**src/rtl/hms_time_counter.sv**
```systemverilog
// rtl/hms_time_counter.sv - HH:MM:SS BCD time-of-day counter with run/stop, adjust and seconds clear
module hms_time_counter (
    input  logic       clk,
    input  logic       rst,
    input  logic       tick,
    input  logic       run,
    input  logic       sec_clr,
    input  logic       adj_min,
    input  logic       adj_hr,
    output logic [3:0] sec_ones,
    output logic [2:0] sec_tens,
    output logic [3:0] min_ones,
    output logic [2:0] min_tens,
    output logic [3:0] hr_ones,
    output logic [1:0] hr_tens,
    output logic       day_carry
);

    // Wrap flags: a field at (or beyond) its top value goes to 0 on increment,
    // which also pulls any out-of-range digit back into range.
    logic       s1_wrap;
    logic       s10_wrap;
    logic       m1_wrap;
    logic       m10_wrap;
    logic       hr_wrap;
    logic [3:0] sec_ones_nxt;
    logic [2:0] sec_tens_nxt;
    logic [3:0] min_ones_nxt;
    logic [2:0] min_tens_nxt;
    logic [3:0] hr_ones_nxt;
    logic [1:0] hr_tens_nxt;

    // Per-digit incremented values and the wrap conditions that drive the ripple.
    always_comb begin
        s1_wrap  = (sec_ones >= 4'd9);
        s10_wrap = (sec_tens >= 3'd5);
        m1_wrap  = (min_ones >= 4'd9);
        m10_wrap = (min_tens >= 3'd5);
        hr_wrap  = (hr_tens > 2'd2) || ((hr_tens == 2'd2) && (hr_ones >= 4'd3));

        sec_ones_nxt = s1_wrap  ? 4'd0 : sec_ones + 4'd1;
        sec_tens_nxt = s10_wrap ? 3'd0 : sec_tens + 3'd1;
        min_ones_nxt = m1_wrap  ? 4'd0 : min_ones + 4'd1;
        min_tens_nxt = m10_wrap ? 3'd0 : min_tens + 3'd1;

        if (hr_wrap) begin
            hr_ones_nxt = 4'd0;
            hr_tens_nxt = 2'd0;
        end else if (hr_ones >= 4'd9) begin
            hr_ones_nxt = 4'd0;
            hr_tens_nxt = hr_tens + 2'd1;
        end else begin
            hr_ones_nxt = hr_ones + 4'd1;
            hr_tens_nxt = hr_tens;
        end
    end

    // Apply exactly one action per edge: clear > hour adjust > minute adjust > counted tick.
    always_ff @(posedge clk or negedge rst) begin
        if (!rst) begin
            sec_ones  <= 4'd0;
            sec_tens  <= 3'd0;
            min_ones  <= 4'd0;
            min_tens  <= 3'd0;
            hr_ones   <= 4'd0;
            hr_tens   <= 2'd0;
            day_carry <= 1'b0;
        end else begin
            day_carry <= 1'b0;
            if (sec_clr) begin
                sec_ones <= 4'd0;
                sec_tens <= 3'd0;
            end else if (adj_hr) begin
                hr_ones <= hr_ones_nxt;
                hr_tens <= hr_tens_nxt;
            end else if (adj_min) begin
                min_ones <= min_ones_nxt;
                if (m1_wrap) begin
                    min_tens <= min_tens_nxt;
                end
            end else if (tick && run) begin
                sec_ones <= sec_ones_nxt;
                if (s1_wrap) begin
                    sec_tens <= sec_tens_nxt;
                    if (s10_wrap) begin
                        min_ones <= min_ones_nxt;
                        if (m1_wrap) begin
                            min_tens <= min_tens_nxt;
                            if (m10_wrap) begin
                                hr_ones   <= hr_ones_nxt;
                                hr_tens   <= hr_tens_nxt;
                                day_carry <= hr_wrap;
                            end
                        end
                    end
                end
            end
        end
    end

endmodule

```
**config.mk**
```make
export PLATFORM = sky130hd
export DESIGN_NAME = hms_time_counter
export DESIGN_NICKNAME = d
export VERILOG_FILES = /design/src/rtl/hms_time_counter.sv
export SDC_FILE = /design/constraint.sdc
export NUM_CORES = 1
export LEC_CHECK = 0
export ABC_CLOCK_PERIOD_IN_PS = 1720
export BUFFER_PORTS_ARGS = -buffer_cell sky130_fd_sc_hd__buf_2
export CAP_MARGIN = 0
export CORE_AREA = 2 2 59 61
export CTS_CLUSTER_SIZE = 14
export DETAILED_ROUTE_END_ITERATION = 12
export DIE_AREA = 0 0 61 63
export GPL_ROUTABILITY_DRIVEN = 1
export PLACE_DENSITY = 0.67
export SYNTH_ARGS = -nofsm -noshare
export SYNTH_HDL_FRONTEND = slang
export SYNTH_SLANG_ARGS = --single-unit
export TNS_END_PERCENT = 30
```
**constraint.sdc**
```tcl
create_clock -name clk -period 1.72 [get_ports clk]
set_input_delay 0.086 -clock clk [delete_from_list [all_inputs] [get_ports clk]]
set_output_delay 0.086 -clock clk [all_outputs]
set_load 0.02 [all_outputs]
```
==> Word-level counts from Yosys, hierarchy flattened <==
Index checks and enable logic that the tools add are counted.
W data, S select, Z words.
{ "word_totals": {"ff_bits": 21, "latch_bits": 0, "output_inout_bits": 21, "ram_bits": 0, "mem_count": 0, "input_bits": 7, "romBits": 0} }
{ "op_classes": {"mux": 48, "mul": 0, "n_addsub": 6, "shifts": 0, "div": 0, "magnitude_cmp": 7, "reduce_logical": 17, "bitwise": 2, "n_eq_ne": 4} }
{ "op_table": {"columns": ["op", "count"], "rows": [
  ["$mux W4", 19],
  ["$mux W3", 12],
  ["$reduce_bool A2 Y1", 10],
  ["$mux W2", 9],
  ["$add A4 B1 Y4 const B", 3],
  ["$ge A4 B4 Y1 const B", 3],
  ["$mux W1", 8],
  ["$reduce_and A7 Y1", 1],
  ["$add A3 B1 Y3 const B", 2],
  ["$ge A3 B3 Y1 const B", 2],
  ["$reduce_and A5 Y1", 1],
  ["$ge A4 B2 Y1 const B", 1],
  ["$ne A2 B2 Y1 const B", 2],
  ["$reduce_and A4 Y1", 1],
  ["$reduce_and A3 Y1", 1],
  ["$add A2 B1 Y2 const B", 1],
  ["$eq A2 B2 Y1 const B", 1],
  ["$gt A2 B2 Y1 const B", 1],
  ["$logic_and A1 B1 Y1", 2],
  ["$ne A2 B1 Y1 const B", 1],
  ["$not A1 Y1", 2],
  ["$logic_or A1 B1 Y1", 1]
]} }

==> Longest topological paths before layout <==
{ "depth": {"word_depth": 11, "depth_mapped": 7, "ltp_nobuf": 7} }

==> Worst setup path before layout <==
No wires, ideal clock.
{ "synth_path": {"path_type": "flip-flop to flip-flop", "startpoint": "reg sec_ones[0]", "endpoint": "reg hr_tens[0]", "path_stages_with_launch": 8, "slack_ps": -299, "setup_time_ps": 121, "synth_period_minus_slack_ps": 2019, "n_path_buf": 0, "arrival_time_ps": 1898, "cell_sequence": "dfrtp_1 inv_1 ha_1 or3b_4 nand4b_4 o41ai_4 nand2b_2 a22o_1"} }
{ "synth_between": {"elab_chain_len": 3} }
{ "synth_lines": {"columns": ["item", "line", "text"], "rows": [
  ["start: declaration", "10", "output logic [3:0] sec_ones,"],
  ["start signal: assignment", "82", "sec_ones <= sec_ones_nxt;"],
  ["$ge A4 B4 Y1", "35", "s1_wrap = (sec_ones >= 4'd9);"],
  ["$reduce_bool A2 Y1 (no line)", null, null],
  ["$reduce_and A7 Y1 (no line)", null, null],
  ["end signal: assignment", "75", "hr_tens <= hr_tens_nxt;"],
  ["end signal: assignment", "91", "hr_tens <= hr_tens_nxt;"],
  ["end: declaration", "15", "output logic [1:0] hr_tens,"]
]} }
No other way between the ends.
A chain may end at the register's enable or synchronous reset.

==> Worst setup path after layout <==
{ "layout_path": {"startpoint": "reg sec_ones[0]", "endpoint": "reg sec_tens[2]"} }
{ "layout_between": {"elab_chain_len": 3} }
{ "layout_lines": {"columns": ["item", "line", "text"], "rows": [
  ["$ge A4 B4 Y1", "35", null],
  ["$reduce_bool A2 Y1 (no line)", null, null],
  ["$reduce_and A4 Y1 (no line)", null, null],
  ["end signal: assignment", "84", "sec_tens <= sec_tens_nxt;"],
  ["end: declaration", "11", "output logic [2:0] sec_tens,"]
]} }
No other way between the ends.

==> results by group <==
Run status
  – Status: finished with violations
  – Failing checks: negative setup slack

Yosys
  – Sequential fraction of the synthesis area: 0.384
  – Post-synth ARST share: 1.00
  – #FFs+latches synth: 21
  – Syn_nets: 150
  – Gate Count Post-Synth: 129
  – Synth Flop Type: dfrtp_1
  – Unique masters post-synth: 45
  – Synth top area share: 0.384
  – Synth Cell Area: 1370 µm²
  – Post-Syn Area per Cell: 10.6 µm²
  – Cell accounting for the most synthesized area: dfrtp_1
  – Synth top area cells: dfrtp_1 (38%), ha_1 (13%), inv_1 (3.6%), o21ai_0 (3.3%), nand2_1 (2.7%)
  – Number of synthesized flops with an enable pin: 0
  – Syn. warnings: 0

Layout
  – Nets@finish: 208
  – Number of diodes: 0
  – Commonest cells after routing, fill and taps aside: buf_2 (27), buf_4 (26), dfrtp_1 (19)
  – Fill cells: 299
  – Synthesis-to-layout area growth: 36.0%
  – Fraction of final layout cells sized beyond drive strength 1: 0.462
  – Most common cell after layout, fill and taps aside: buf_2

STA
  – Final Hold Violating Endpoints: 0
  – Worst Tran Pin Value: 0.497 ns
  – Setup Skew: 0.00125 ns
  – F_max: 0.561 GHz
  – Final setup violation count: 13
  – Post-Route Setup TNS: -0.387 ns
  – Minimum clock period: 1.78 ns
  – Slew HR: 0.669
  – Max-slew violations: 0
  – Unrepaired setup endpoints after global routing: yes
  – Fin crit share: 1.04
  – Slack of the critical path: -0.0609 ns

Clock tree
  – Num CTS Buffers: 3
  – Clock sinks: 21
  – Root Buffer: clkbuf_4
  – H-tree lvl count: 1
  – Skew-Pair Late Insertion Delay: 0.30 ns
  – CTS Buffer Depth: 2
  – Clk slew on worst S/H paths: 0.12 ns
  – CTS tree: built

Setup path
  – Largest delay share family, worst path: simple AND/OR/NAND/NOR gates
  – Crit-path slowest cell: dfrtp_2
  – Startpoint Class: flop
  – Critical Path End: sec_tens[2]
  – Crit path from: sec_ones[0]
  – Flop-to-flop setup slack: -0.06 ns
  – Crit path required time: 1.93 ns
  – CP Class: reg -> reg
  – Number of cells on the critical path: 6
  – CP cell instances: ha_1 > or3b_4 > and2_4 > o21ai_4 > nor4b_2 > a211o_1
  – Worst-path fanout max: 4
  – Arr. time, crit path: 1.99 ns
  – Bufs and invs on worst path: 0
  – Worst r2r path cells: 6
  – Worst Setup End Kind: flop
  – RR Startpoint: sec_ones[0]
  – CP max stage delay: 0.44 ns
  – Worst reg2reg endpoint: sec_tens[2]

Floorplanning
  – Die X: 61 µm
  – FP Rows: 21
  – Initial core utilization: 0.423
  – Die ar.: 3840 µm²
  – Core area: 3230 µm²
  – Ports: 28
  – Die H: 63 µm

Global routing
  – Antenna violations before repair: 0
  – Global-route wire length before repair: 5160 µm
  – Largest net degree at the start of global routing: 22
  – GRT overflow: 0
  – GRT Total Usage: 0.174
  – Number of global-route vias before repair: 1189

Drt
  – Total wire length: 2970 µm
  – Wire per inst: 12.8 µm
  – Vias per cell: 5.04
  – First-pass DRT Iterations: 4
  – Remaining antenna violation count: 0
  – Drc violations: 0
  – Via Count: 1169
  – Starting DRC count in detailed routing: 36

Place
  – Buffers on Ports: 27
  – Setup slack after placement: -0.203 ns
  – Routability Congestion: 0.753
  – DPL Wire Length: 2350 µm

Power and ir drop
  – Power after layout: 2.36 mW
  – Peak supply drop: 580 µV
  – P_leak: 0.952 nW
  – Pwr dens: 1270 nW/µm²

Run
  – Max_cap viols: 0

Worst hold path
  – Worst min-delay path category: in -> reg
## metal layers
metal | global-route usage | vias to the layer above | wire (µm)
li1 | - | 580 | -
met1 | 0.215 | 572 | 1340
met2 | 0.310 | 15 | 1540
met3 | 0.0186 | 2 | 72
met4 | 0.0489 | 0 | 18
met5 | 0 | - | 0
## cells in the mapped netlist (2+ instances only)
cell type  instances
dfrtp_1           21
ha_1              14
inv_1             13
nand2_1           10
nand2b_1           4
o31ai_1            2
nand3_1            4
a21oi_1            2
o21ai_0            9
a22o_1             2
and2_1             2
nor4b_1            2
nor4_1             3
o22ai_1            2
nor3_1             4
nor2_1             6
## final cells by class
class | count | area, µm² | area share
Timing Repair Buffer | 54 | 340 | 0.183
Clock inverter | 1 | 5.00 | 0.00269
Tap cell | 46 | 57.6 | 0.0310
Sequential cell | 21 | 528 | 0.284
Multi-Input combinational cell | 94 | 857 | 0.461
Clock buffer | 3 | 22.5 | 0.0121
Inverter | 13 | 48.8 | 0.0262
## worst min-delay path by stage
stage	endpoint	from	cells after the start
2_1_floorplan	day_carry	rst	0
3_5_place_dp	sec_tens[1]	rst	1
5_1_grt	sec_tens[1]	sec_clr	2
6_report	sec_tens[1]	sec_clr	2
4_1_cts	sec_tens[1]	sec_clr	2
3_3_place_gp	sec_tens[1]	rst	1
## through the flow
step / hold slack [ns] / util / instance area [µm²] / cells
after CTS: 0.177 / 0.568 / 1840 / 232
final: 0.192 / 0.575 / 1860 / 232
after global routing: 0.200 / 0.575 / 1860 / 232
after detailed placement: 0.0808 / 0.539 / 1740 / 224
after global placement: 0.0757 / 0.539 / 1740 / 224
after floorplan: -0.210 / - / 1380 / 129
## registers in the layout (all words and copies together), names as in the netlist
register / flops
hr_ones: 4
min_ones: 4
sec_ones: 4
min_tens: 3
sec_tens: 3
hr_tens: 2
day_carry: 1
## worst reg2reg max path: stages, from the launching register on
cell	delay, ns
dfrtp_2	0.44
ha_1	0.20
or3b_4	0.42
and2_4	0.17
o21ai_4	0.16
nor4b_2	0.07
a211o_1	0.22
## report_power, final
part / total [mW] / internal (mW) / switching, mW
Combinational: 1.33 / 0.591 / 0.739
Clock: 0.247 / 0.0867 / 0.160
Sequential: 0.783 / 0.639 / 0.144
## logic make-up after synthesis
family | after synthesis | synth area share
buffers and inverters | 14 | 0.0412
XOR/XNOR | 1 | 0.00641
adder cells (fa/ha/maj) | 14 | 0.128
multiplexers | 2 | 0.0156
flip-flops | 21 | 0.384
AND/OR/NAND/NOR | 46 | 0.221
AO/OA/AOI/OAI | 31 | 0.203
## repair_timing
item / in CTS / in global routing
resized for setup: 7 / 4
buffers inserted: 3 / 0
pin swaps: 7 / 1
hold endpoints to repair: 21 / 0
hold buffers: 1 / 0
endpoints found under the setup margin: 16 / 20
Power figures use the tool's default switching activity.
